--- config.mk ---
export PLATFORM = sky130hd
export DESIGN_NAME = muldiv_iter
export DESIGN_NICKNAME = d
export VERILOG_FILES = /design/src/rtl/muldiv_iter_pkg.sv /design/src/rtl/muldiv_step.sv /design/src/rtl/muldiv_iter.sv
export SDC_FILE = /design/constraint.sdc
export NUM_CORES = 1
export LEC_CHECK = 0
export BUFFER_PORTS_ARGS = -buffer_cell sky130_fd_sc_hd__buf_2
export CORE_MARGIN = 5
export CORE_UTILIZATION = 40
export CTS_CLUSTER_DIAMETER = 40
export DETAILED_ROUTE_END_ITERATION = 8
export PLACE_DENSITY = 0.66
export SYNTH_ARGS = -nofsm -noshare
export SYNTH_HDL_FRONTEND = slang
export SYNTH_HIERARCHICAL = 1
export SYNTH_SLANG_ARGS = --single-unit
--- constraint.sdc ---
create_clock -name clock -period 13.25 [get_ports clock]
set_input_delay 0.6625 -clock clock [delete_from_list [all_inputs] [get_ports clock]]
set_output_delay 0.6625 -clock clock [all_outputs]
set_load 0.1 [all_outputs]
--- src/rtl/muldiv_iter_pkg.sv ---
// Shared encodings for the iterative RV32M multiply/divide unit.
// Holds the funct7/funct3 decode values, the FSM states and the operand-signedness helpers.
package muldiv_iter_pkg;

    localparam logic [6:0] FUNCT7_MULDIV = 7'b0000001;

    localparam logic [2:0] FUNCT3_MUL    = 3'b000;
    localparam logic [2:0] FUNCT3_MULH   = 3'b001;
    localparam logic [2:0] FUNCT3_MULHSU = 3'b010;
    localparam logic [2:0] FUNCT3_MULHU  = 3'b011;
    localparam logic [2:0] FUNCT3_DIV    = 3'b100;
    localparam logic [2:0] FUNCT3_DIVU   = 3'b101;
    localparam logic [2:0] FUNCT3_REM    = 3'b110;
    localparam logic [2:0] FUNCT3_REMU   = 3'b111;

    typedef enum logic [1:0] {
        MD_IDLE = 2'd0,
        MD_CALC = 2'd1,
        MD_DONE = 2'd2
    } md_state_e;

    function automatic logic rs1_is_signed(input logic [2:0] f);
        return (f == FUNCT3_MULH) || (f == FUNCT3_MULHSU) ||
               (f == FUNCT3_DIV)  || (f == FUNCT3_REM);
    endfunction

    function automatic logic rs2_is_signed(input logic [2:0] f);
        return (f == FUNCT3_MULH) || (f == FUNCT3_DIV) || (f == FUNCT3_REM);
    endfunction

endpackage

--- src/rtl/muldiv_step.sv ---
// Combinational core: BITS_PER_CYCLE shift-add (multiply) or restoring (divide) sub-steps.
// {hi,lo} is the product accumulator for multiply, or {remainder, dividend/quotient} for divide.
module muldiv_step #(
    parameter int XLEN           = 32,
    parameter int BITS_PER_CYCLE = 1
) (
    input  logic            op_div,
    input  logic [XLEN-1:0] hi_i,
    input  logic [XLEN-1:0] lo_i,
    input  logic [XLEN-1:0] opnd_i,
    output logic [XLEN-1:0] hi_o,
    output logic [XLEN-1:0] lo_o
);

    logic [XLEN-1:0] hi;
    logic [XLEN-1:0] lo;
    logic [XLEN:0]   sum;
    logic [XLEN:0]   rem_sh;
    logic            fits;

    always_comb begin
        hi     = hi_i;
        lo     = lo_i;
        sum    = '0;
        rem_sh = '0;
        fits   = 1'b0;
        for (int i = 0; i < BITS_PER_CYCLE; i++) begin
            if (op_div) begin
                // Partial remainder stays below the divisor, so the difference fits in XLEN bits.
                rem_sh = {hi, lo[XLEN-1]};
                fits   = (rem_sh >= {1'b0, opnd_i});
                hi     = fits ? (rem_sh[XLEN-1:0] - opnd_i) : rem_sh[XLEN-1:0];
                lo     = {lo[XLEN-2:0], fits};
            end else begin
                sum = {1'b0, hi} + (lo[0] ? {1'b0, opnd_i} : {(XLEN+1){1'b0}});
                hi  = sum[XLEN:1];
                lo  = {sum[0], lo[XLEN-1:1]};
            end
        end
        hi_o = hi;
        lo_o = lo;
    end

endmodule

--- src/rtl/muldiv_iter.sv ---
// Iterative RV32M multiply/divide unit: captures magnitudes, iterates N cycles, sign-corrects.
// Division-by-zero and signed-overflow cases bypass iteration and finish one edge after acceptance.
module muldiv_iter
    import muldiv_iter_pkg::*;
#(
    parameter int XLEN           = 32,
    parameter int BITS_PER_CYCLE = 1
) (
    input  logic            clock,
    input  logic            reset,
    input  logic            start,
    input  logic            kill,
    input  logic [2:0]      funct3,
    input  logic [XLEN-1:0] rs1,
    input  logic [XLEN-1:0] rs2,
    output logic            busy,
    output logic            done,
    output logic [XLEN-1:0] result
);

    localparam int N     = XLEN / BITS_PER_CYCLE;
    localparam int CNT_W = (N > 1) ? $clog2(N) : 1;
    localparam logic [XLEN-1:0] MIN_NEG = {1'b1, {(XLEN-1){1'b0}}};

    md_state_e        state_q, state_d;
    logic [CNT_W-1:0] cnt_q, cnt_d;
    logic [XLEN-1:0]  hi_q, hi_d;
    logic [XLEN-1:0]  lo_q, lo_d;
    logic [XLEN-1:0]  opnd_q, opnd_d;
    logic [2:0]       op_q, op_d;
    logic             neg_q, neg_d;
    logic [XLEN-1:0]  result_q, result_d;

    logic            neg1, neg2;
    logic [XLEN-1:0] mag1, mag2;
    logic            is_div, is_rem, div_zero, div_ovf, is_special, res_neg;
    logic [XLEN-1:0] special_res;

    assign neg1 = rs1_is_signed(funct3) & rs1[XLEN-1];
    assign neg2 = rs2_is_signed(funct3) & rs2[XLEN-1];
    assign mag1 = neg1 ? (~rs1 + 1'b1) : rs1;
    assign mag2 = neg2 ? (~rs2 + 1'b1) : rs2;

    assign is_div     = funct3[2];
    assign is_rem     = funct3[2] & funct3[1];
    assign div_zero   = is_div && (rs2 == '0);
    assign div_ovf    = ((funct3 == FUNCT3_DIV) || (funct3 == FUNCT3_REM)) &&
                        (rs1 == MIN_NEG) && (rs2 == '1);
    assign is_special = div_zero | div_ovf;
    assign res_neg    = is_rem ? neg1 : (neg1 ^ neg2);

    always_comb begin
        special_res = '0;
        if (div_zero) begin
            special_res = is_rem ? rs1 : '1;
        end else if (div_ovf) begin
            special_res = is_rem ? '0 : rs1;
        end
    end

    logic [XLEN-1:0]   step_hi, step_lo;
    logic [2*XLEN-1:0] prod, prod_fix;
    logic [XLEN-1:0]   quo_fix, rem_fix, final_res;

    muldiv_step #(
        .XLEN           (XLEN),
        .BITS_PER_CYCLE (BITS_PER_CYCLE)
    ) u_step (
        .op_div (op_q[2]),
        .hi_i   (hi_q),
        .lo_i   (lo_q),
        .opnd_i (opnd_q),
        .hi_o   (step_hi),
        .lo_o   (step_lo)
    );

    // Negation is applied to the full double-width product so MULH* sees correct borrows.
    assign prod     = {step_hi, step_lo};
    assign prod_fix = neg_q ? (~prod + 1'b1) : prod;
    assign quo_fix  = neg_q ? (~step_lo + 1'b1) : step_lo;
    assign rem_fix  = neg_q ? (~step_hi + 1'b1) : step_hi;

    always_comb begin
        final_res = '0;
        case (op_q)
            FUNCT3_MUL:                              final_res = prod_fix[XLEN-1:0];
            FUNCT3_MULH, FUNCT3_MULHSU, FUNCT3_MULHU: final_res = prod_fix[2*XLEN-1:XLEN];
            FUNCT3_DIV, FUNCT3_DIVU:                 final_res = quo_fix;
            default:                                 final_res = rem_fix;
        endcase
    end

    always_comb begin
        state_d  = state_q;
        cnt_d    = cnt_q;
        hi_d     = hi_q;
        lo_d     = lo_q;
        opnd_d   = opnd_q;
        op_d     = op_q;
        neg_d    = neg_q;
        result_d = result_q;
        case (state_q)
            MD_IDLE, MD_DONE: begin
                state_d = MD_IDLE;
                if (start && !kill) begin
                    op_d   = funct3;
                    neg_d  = res_neg;
                    cnt_d  = '0;
                    hi_d   = '0;
                    opnd_d = is_div ? mag2 : mag1;
                    lo_d   = is_div ? mag1 : mag2;
                    if (is_special) begin
                        state_d  = MD_DONE;
                        result_d = special_res;
                    end else begin
                        state_d = MD_CALC;
                    end
                end
            end
            MD_CALC: begin
                if (kill) begin
                    state_d = MD_IDLE;
                end else begin
                    hi_d = step_hi;
                    lo_d = step_lo;
                    if (cnt_q == CNT_W'(N - 1)) begin
                        state_d  = MD_DONE;
                        result_d = final_res;
                    end else begin
                        cnt_d = cnt_q + CNT_W'(1);
                    end
                end
            end
            default: state_d = MD_IDLE;
        endcase
    end

    always_ff @(posedge clock or negedge reset) begin
        if (!reset) begin
            state_q  <= MD_IDLE;
            cnt_q    <= '0;
            hi_q     <= '0;
            lo_q     <= '0;
            opnd_q   <= '0;
            op_q     <= '0;
            neg_q    <= 1'b0;
            result_q <= '0;
        end else begin
            state_q  <= state_d;
            cnt_q    <= cnt_d;
            hi_q     <= hi_d;
            lo_q     <= lo_d;
            opnd_q   <= opnd_d;
            op_q     <= op_d;
            neg_q    <= neg_d;
            result_q <= result_d;
        end
    end

    assign busy   = (state_q == MD_CALC);
    assign done   = (state_q == MD_DONE);
    assign result = result_q;

endmodule

# Word level (Yosys, flattened, before mapping)
# Cells that the tools add are included.
dict set report word_totals {
  ff_bits 139
  inputBits 71
  out_inout_bits 34
  word_cells 106
}
dict set report classes {
  add_sub_neg 8
  order_cmp 1
  eq_ne 20
  n_mux 37
  n_bitwise 10
  n_reduce_logical 22
}
# op n
set ops {}
lappend ops {{$mux 32} 22}
lappend ops {{$pmux 32 s2} 3}
lappend ops {{$add 32x1->32 const B} 4}
lappend ops {{$not 32->32} 4}
lappend ops {{$pmux 32 s3} 1}
lappend ops {{$add 64x1->64 const B} 1}
lappend ops {{$eq 32x32->1 const B} 2}
lappend ops {{$mux 64} 1}
lappend ops {{$not 64->64} 1}
lappend ops {{$add 32x33->33} 1}
lappend ops {{$ge 33x32->1} 1}
lappend ops {{$logic_not 32->1} 1}
lappend ops {{$sub 32x32->32} 1}
lappend ops {{$mux 5} 3}
lappend ops {{$eq 3x3->1 const B} 4}
lappend ops {{$pmux 5 s2} 1}
lappend ops {{$eq 3x2->1 const B} 3}
lappend ops {{$mux 2} 4}
lappend ops {{$ne 2x2->1 const B} 4}
lappend ops {{$eq 3x1->1 const B} 2}
lappend ops {{$logic_or 1x1->1} 6}
lappend ops {{$add 5x1->5 const B} 1}
lappend ops {{$eq 5x5->1 const B} 1}
lappend ops {{$reduce_and 5->1} 1}
lappend ops {{19 further kinds} 25}

# Logic depth before layout (Yosys ltp)
# Gate-level depths: netlist (run 1).
dict set report depth {
  ltp_word 10
  mapped_depth 22
  depth_no_buf 20
}

# Hierarchy
# Netlist (run 1), hierarchy kept.
# module n_inst cells_per_inst area_per_inst_um2
set by_module_without_submodules {}
lappend by_module_without_submodules {muldiv_iter 1 1392 10715.3}
lappend by_module_without_submodules {muldiv_step 1 671 4698.3}

# Worst setup path after synthesis (run 1)
# No wires, ideal clock.
dict set report synth_path {
  kind {reg-to-reg}
  from {register hi_q[0]}
  to {register result_q[19] (netlist: result[19])}
  setup_ps 94
  arrival_ps 4727
  setup_slack_ps 8430
  stages_incl_launch_ff 20
  synth_period_minus_slack_ps 4820
  cell_sequence {dfrtp_1 > ha_1 > nor2b_1 > o31a_1 > o31ai_1 > o21a_1 > o21ai_1 > nand3_1 > nand2_1 > buf_4 > mux2i_1 > a21oi_1 > clkbuf_1 > nor4_2 > nand4_1 > or2_2 > o21ai_1 > a21oi_1 > a21bo_2 > a221oi_2}
}
dict set report synth_between {
  elab_chain_len 10
  elab_cells_between_ends 19
  cone_classes {add/sub: 5; order compare: 1; mux: 10; bitwise: 3}
}
# item line_no
set synth_lines {}
lappend synth_lines {{from (decl)} muldiv_iter.sv:27} ;# logic [XLEN-1:0] hi_q, hi_d;
lappend synth_lines {{from (signal assigned)} muldiv_iter.sv:151} ;# hi_q <= hi_d;
lappend synth_lines {{$sub 32x32->32 / $ge 33x32->1 (equally long branches)} {muldiv_step.sv:32, muldiv_step.sv:31}}
lappend synth_lines {{$mux 32} muldiv_step.sv:32} ;# hi = fits ? (rem_sh[XLEN-1:0] - opnd_i) : rem_sh[XLEN-1:0];
lappend synth_lines {{$mux 32 *} muldiv_step.sv:28} ;# if (op_div) begin
lappend synth_lines {{net step_hi[5]} muldiv_iter.sv:61} ;# logic [XLEN-1:0] step_hi, step_lo;
lappend synth_lines {{$not 64->64 / $not 32->32 (equally long branches)} {muldiv_iter.sv:79, muldiv_iter.sv:81}}
lappend synth_lines {{$add 64x1->64 / $add 32x1->32 (equally long branches)} {muldiv_iter.sv:79, muldiv_iter.sv:81}}
lappend synth_lines {{$mux 64 / $mux 32 (equally long branches)} {muldiv_iter.sv:79, muldiv_iter.sv:81}}
lappend synth_lines {{$pmux 32 s3 *} muldiv_iter.sv:85} ;# case (op_q)
lappend synth_lines {{$mux 32 *} muldiv_iter.sv:126} ;# if (cnt_q == CNT_W'(N - 1)) begin
lappend synth_lines {{$mux 32 *} muldiv_iter.sv:121} ;# if (kill) begin
lappend synth_lines {{$pmux 32 s2 *} muldiv_iter.sv:102} ;# case (state_q)
lappend synth_lines {{to (signal assigned)} muldiv_iter.sv:156} ;# result_q <= result_d;
lappend synth_lines {{to (decl)} muldiv_iter.sv:32} ;# logic [XLEN-1:0] result_q, result_d;
# The timed path passes the listed nets; every way through them passes the cells marked *. The select of a mux whose other input is x is not followed.
# A chain may end at the register's enable or synchronous reset.

# Worst setup path after layout (run 1)
dict set report layout_path {
  from {register hi_q[0]}
  to {register result_q[16] (netlist: result[16])}
}
dict set report layout_between {
  elab_cells_between_ends 19
  cone_classes {add/sub: 5; order compare: 1; mux: 10; bitwise: 3}
}
# item line_no
set layout_lines {}
lappend layout_lines {{$ge 33x32->1 *} muldiv_step.sv:31} ;# fits = (rem_sh >= {1'b0, opnd_i});
lappend layout_lines {{$mux 32 *} muldiv_step.sv:28}
lappend layout_lines {{net step_lo[0]} muldiv_iter.sv:61}
lappend layout_lines {{$not 64->64 / $not 32->32 (equally long branches)} {muldiv_iter.sv:79, muldiv_iter.sv:80}}
lappend layout_lines {{$add 64x1->64 / $add 32x1->32 (equally long branches)} {muldiv_iter.sv:79, muldiv_iter.sv:80}}
lappend layout_lines {{$mux 64 / $mux 32 (equally long branches)} {muldiv_iter.sv:79, muldiv_iter.sv:80}}
lappend layout_lines {{$pmux 32 s3 *} muldiv_iter.sv:85}
lappend layout_lines {{$mux 32 *} muldiv_iter.sv:126}
lappend layout_lines {{$mux 32 *} muldiv_iter.sv:121}
lappend layout_lines {{$pmux 32 s2 *} muldiv_iter.sv:102}
# Marks and branches as above.

==> flow_summary.toml, run 1 <==
[outcome]
outcome = "complete, no violations"

[route]
vias = 16769
drtIter0Drc = 1863
drt-total-wl_um = 63480
wl_per_cell_um = 24.16
route.detailed.drc = 0
viasPerCell = 6.383
firstDrtPassIters = 6
antenna_left = 0

[sta]
fin_tns_setup_ns = 0
hold_violations = 0
post-route-period-util_pct = 49.26
period_minus_slack_ns = 6.527
grt_setup_unrepaired = "false"
maxSlewHeadroom_pct = 8.401
holdWs_ns = 0.2743
worst_slew_pin_slew_ns = 1.360
skew_ns = 0.01135
finalSetupViolCount = 0
slew_violations = 0
fmax_ghz = 0.1532

[cts]
numCtsBuffers = 17
post_cts_buffers = 0
postCtsResizedCells = 0
clk_latency_ns = 0.46
clockRootBuffer = "clkbuf_16"
htree_num_levels = 4
clk_pin_slew_ns = 0.07
cts_tree = "built"
cts_buffer_depth = 2
clkSinkCount = 139
cts_hold_buf = 0

[finish]
area_growth_pct = 10.15
nets = 2238
regArea_sq_um = 3481
multiInputGateArea_sq_um = 11130
layout.cells.non_filler = 2627
nFillCells = 4009
drive_gt1_share_pct = 12.91

[die]
core_area_sq_um = 38380
die-area_sq_um = 42560
rows = 72
fp.dieH_um = 206.3
die_w_um = 206.3
num_io_pins = 105
start_util_pct = 40.16

[yosys]
synth_area_sq_um = 15410
synthFlopType = "dfrtp_1"
syn_inst = 2063
ys_seq_elements = 139
yosys.area.top_type = "dfrtp_1"
synth_common_cells = "250 x nand2_1, 165 x a21oi_1, 157 x o21ai_0"
synth_warnings = 6
yosys.area.top_type_share_pct = 22.57
yosysSeqAreaShare_pct = 22.57
synth_edf_count = 0
ys_types = 93
synth_area_per_cell_sq_um = 7.471
synthArstFlopShare_pct = 100.0
synth_nets = 2207
synthTopCellsByArea = "dfrtp_1 23%, nand2_1 6.1%, ha_1 5.8%"
synth.most_common_cell = "nand2_1"

[worst_setup_path]
rrSetupSlack_ns = 6.72
cp_max_fo = 10
cp-start-kind = "flip-flop"
cp.required_ns = 13.54
path_class = "flip-flop to flip-flop"
worstSetupEndpointType = "flip-flop"
cp.arrival_ns = 6.82

[global_routing]
grt_start_max_net_pins = 113
antenna_found_initial = 3
grt_usage_pct = 29.50
grt_pass1_vias = 15746
grt_pass1_wl_um = 96920
overflow = 0

[placed_design]
io_buffers = 104
dp_hpwl_um = 48700
gp_congestion = 1.024
dp_cells = 2593

[min_path]
worstHoldPathType = "input port to async pin"

[run]
drv_cap = 0
==> registers in the layout (all words and copies together) (netlist names) <==
name     cells
hi_q        32
lo_q        32
opnd_q      32
result      32
cnt_q        5
op_q         3
state_q      2
neg_q        1
==> cells in the final DEF (no fill, tap or decap), types with 9 or more instances in the layout <==
cell / instances
o31ai_1: 35
nand2b_1: 11
mux2i_1: 41
o21bai_1: 9
o21ai_1: 13
o21ai_0: 156
and2_1: 39
a21oi_1: 164
buf_2: 102
a21o_1: 39
dfrtp_1: 137
xor2_1: 76
clkbuf_16: 17
nor4_1: 27
nand3_1: 70
and3_1: 15
o211ai_1: 36
nor2_1: 146
o41ai_1: 20
inv_1: 71
mux2_2: 36
nand4_1: 35
or3_1: 35
o221ai_1: 9
ha_1: 71
or4_1: 18
nor2b_1: 13
a211oi_1: 21
or2_2: 10
nor3_1: 35
buf_4: 43
o21a_1: 15
nand2_1: 249
xnor2_1: 86
a31oi_1: 35
o22ai_1: 19
==> path summary, 6_finish.rpt <==
check	start	endpoint	cells after the start
worst max-delay path	hi_q[0]	result[16]	19
worst min-delay path	reset	result[18]	1
worst max register to register	hi_q[0]	result[16]	19
worst min register to register	result[18]	result[18]	2
max in group asynchronous	reset	op_q[2]	2
min in group clock	result[18]	result[18]	2
==> layout make-up <==
cell class | count | area share, %
multi-input cells | 1717 | 65.57
flip-flops and latches | 139 | 20.50
repair buffers | 146 | 4.975
well taps | 518 | 3.818
clock buffers | 20 | 2.749
inverters | 73 | 1.614
clock inverters | 12 | 0.7443
diodes | 2 | 0.02948
==> worst max-delay path, cell delays in order, from the launching register on <==
cell and delay (ns):
dfrtp_1 0.45, ha_1 0.34, nor2b_1 0.16, o31a_1 0.29, o31ai_1 0.39, o21a_1 0.30, o21ai_1 0.15, nand3_1 0.24
nand2_1 0.11, nor2_1 0.31, nor2_1 0.20, inv_1 0.09, ha_1 0.19, or3b_2 0.50, nor4_1 0.75, nand4_1 0.66
a2bb2oi_1 0.34, nor3_1 0.07, a211oi_1 0.64, o211ai_1 0.16
==> through the flow <==
step | instance area (sq um) | utilization, % | worst slack [ns]
2_1_floorplan | 15410 | - | 8.430
3_3_place_gp | 16380 | 42.68 | 7.129
3_5_place_dp | 16380 | 42.68 | 7.029
4_1_cts | 16970 | 44.23 | 6.955
5_1_grt | 16970 | 44.23 | 6.328
6_report | 16980 | 44.24 | 6.723
==> layer usage <==
metal  wire length, um  up-vias  track usage, %
li1                  -     7646               -
met1             27000     8067           39.95
met2             27950      896           45.72
met3              5634      156           6.512
met4              2862        4           11.91
met5                27        -               0
==> logic make-up (layout without fill, tap and decap cells) <==
kind of cell	Yosys count	count (layout)	synth area share (%)
adder cells (fa/ha/maj)	73	73	6.023
other	0	2	0
multiplexers	77	77	5.293
XOR/XNOR	162	162	9.205
AO/OA/AOI/OAI	664	664	27.97
flip-flops	139	139	22.57
AND/OR/NAND/NOR	741	741	23.62
buffers and inverters	207	251	5.325
Power of run 1 is left out: the tool's default activity adds up to more than one toggle a clock period on the data nets, which glitch-free logic cannot reach.
==> run 2, diff against run 1 <==
--- a/config.mk
+++ b/config.mk
@@ -10,7 +10,7 @@
 export CORE_UTILIZATION = 40
 export CTS_CLUSTER_DIAMETER = 40
 export DETAILED_ROUTE_END_ITERATION = 8
-export PLACE_DENSITY = 0.66
+export PLACE_DENSITY = 0.68
 export SYNTH_ARGS = -nofsm -noshare
 export SYNTH_HDL_FRONTEND = slang
 export SYNTH_HIERARCHICAL = 1
==> constraint.sdc (replaced) <==
create_clock -name clock -period 5.8 [get_ports clock]
set_input_delay 0.29 -clock clock [delete_from_list [all_inputs] [get_ports clock]]
set_output_delay 0.29 -clock clock [all_outputs]
set_load 0.1 [all_outputs]
==> run 2 against run 1 <==
  * Count of clock-buffer cells in the layout down 3
  * Via count increased by 1.3%
  * First-iteration DRC count up 2.1%
  * Global-route usage rose by 0.66 points
  * Hold slack worse by 0.099 ns
  * Non-clock buffer count rose by 30
  * Utilization increased by 0.71 points
==> flow_summary.toml, run 2 (synthesis gave the netlist of run 1 again) <==
[worst_setup_path]
cp_max_fo = 16
cp.required_ns = 6.13
rrSetupSlack_ns = 0.24
cpMaxStageDelayCell = "dfrtp_2"
cp-start-kind = "flip-flop"
cpPeakStageDelay_ns = 0.52
rr_worst_depth = 19
r2r_start = "lo_q[0]"
crit_chain = "and2_1 -> ha_1 -> fa_1 -> a21o_1 -> a211oi_2 -> and4bb_1 -> o211ai_2 -> nand2_1 -> a21o_1 -> a21oi_1 -> xor2_1 -> mux2i_1 -> nor4_1 -> nand4_1 -> or4_1 -> o21ai_0 -> xnor2_1 -> nor3_1 -> a2111oi_2"
startpoint = "lo_q[0]"
cpMostUsedCell = "a21o_1"
cp.arrival_ns = 5.90
worst_r2r_endpoint = "result[25]"
worstSetupEndpointType = "flip-flop"
path_class = "flip-flop to flip-flop"

[sta]
worst_slew_pin_slew_ns = 1.120
maxSlewHeadroom_pct = 25.17
skew_ns = 0.01255
hold_violations = 0
slew_violations = 0
grt_setup_unrepaired = "false"
post-route-period-util_pct = 95.93
finalSetupViolCount = 0
fmax_ghz = 0.1797
fin_tns_setup_ns = 0
period_minus_slack_ns = 5.564

[finish]
nets = 2268
utilization_pct = 44.95
layout.cells.non_filler = 2655
nFillCells = 3946
regArea_sq_um = 3482
drive_gt1_share_pct = 14.46
multiInputGateArea_sq_um = 11180
mostFrequentLayoutCell = "nand2_1"
area_growth_pct = 11.92
final_cell_mix = "249 x nand2_1, 163 x a21oi_1, 157 x o21ai_0"
n_antenna_cell = 0

[route]
viasPerCell = 6.398
route.detailed.drc = 0
antenna_left = 0
drt-total-wl_um = 65080
firstDrtPassIters = 6
wl_per_cell_um = 24.51
vias = 16988
drtIter0Drc = 1902

[cts]
cts_buffer_depth = 2
clk_pin_slew_ns = 0.07
clkSinkCount = 139
clk_latency_ns = 0.45
htree_num_levels = 4
numCtsBuffers = 17
cts_tree = "built"
clockRootBuffer = "clkbuf_16"

[global_routing]
antenna_found_initial = 1
overflow = 0
grt_pass1_wl_um = 98320
grt_usage_pct = 30.16
grt_start_max_net_pins = 113
grt_pass1_vias = 15834

[outcome]
outcome = "complete, no violations"

[die]
rows = 72
core_area_sq_um = 38380
fp.dieH_um = 206.3
die_w_um = 206.3
die-area_sq_um = 42560
num_io_pins = 105
start_util_pct = 40.16

[placed_design]
dp_cells = 2622
dp_hpwl_um = 50520
gp_congestion = 1.068
io_buffers = 104

[run]
drv_cap = 0

[min_path]
whs_endpoint = "op_q[0]"
hold_depth = 3
worstHoldPathType = "input port to flip-flop"
hp-start = "funct3[0]"
## run 2: changes by cell type in the layout (fill, tap and decap cells not counted), sizes merged
| cell | before | now |
|---|---|---|
| buf | 146 | 175 |
| clkbuf | 20 | 17 |
| clkinv | 0 | 3 |
| clkinvlp | 4 | 1 |
| diode | 2 | 0 |
| dlygate4sd3 | 0 | 1 |
| inv | 80 | 83 |
## run 2: metal layers
metal / GRT usage (%) / up-vias / share of wire (%) / routed length, um
met5: 0 / - / 0 / 0
met4: 14.02 / 0 / 5.6 / 3659
met3: 6.229 / 154 / 9.2 / 5961
met2: 46.42 / 925 / 44 / 28580
met1: 40.61 / 8190 / 41 / 26870
li1: - / 7719 / - / -
## run 2: worst max-delay path, delay by kind of cell, from the launching register on
| kind | cells | cell delay, ns |
|---|---|---|
| and+or+nand+nor | 7 | 1.85 |
| AOI/OAI and AO/OA | 7 | 1.77 |
| adders and majority gates | 2 | 0.64 |
| DFF | 1 | 0.52 |
| xor gates and xnor gates | 2 | 0.39 |
| muxes | 1 | 0.27 |
## run 2: how the worst max path moves through the flow
stage	slack, ns	end
final	0.24	result[25]
after global routing	0.0008	result[12]
after CTS	0.07	result[31]
after detailed placement	0.11	result[31]
after global placement	0.1	result[31]
after floorplan	0.98	result[19]
## run 2: final cells by class
class | instances | area share (%)
multi-input cells | 1717 | 64.79
flip-flops and latches | 139 | 20.19
clock buffers | 17 | 2.466
repair buffers | 176 | 6.216
well taps | 518 | 3.757
inverters | 73 | 1.588
clock inverters | 15 | 1.001
## run 2: per-stage QoR
step	hold slack, ns	area [sq um]	setup slack [ns]
floorplan	-0.005591	15410	0.9796
global placement	0.3936	16600	0.09906
detailed placement	0.4032	16600	0.1058
CTS	0.1469	17210	0.07108
global route	0.1593	17250	0.0008074
finish	0.1752	17250	0.2361
## run 2: repair_timing
action / 4_1_cts / 5_1_grt
hold endpoints to repair: 76 / 0
hold buffers: 1 / 0
setup buffers: 0 / 0
endpoints found under the setup margin: 0 / 19
gates resized for setup: 0 / 11
Power of run 2 is left out for the same reason.
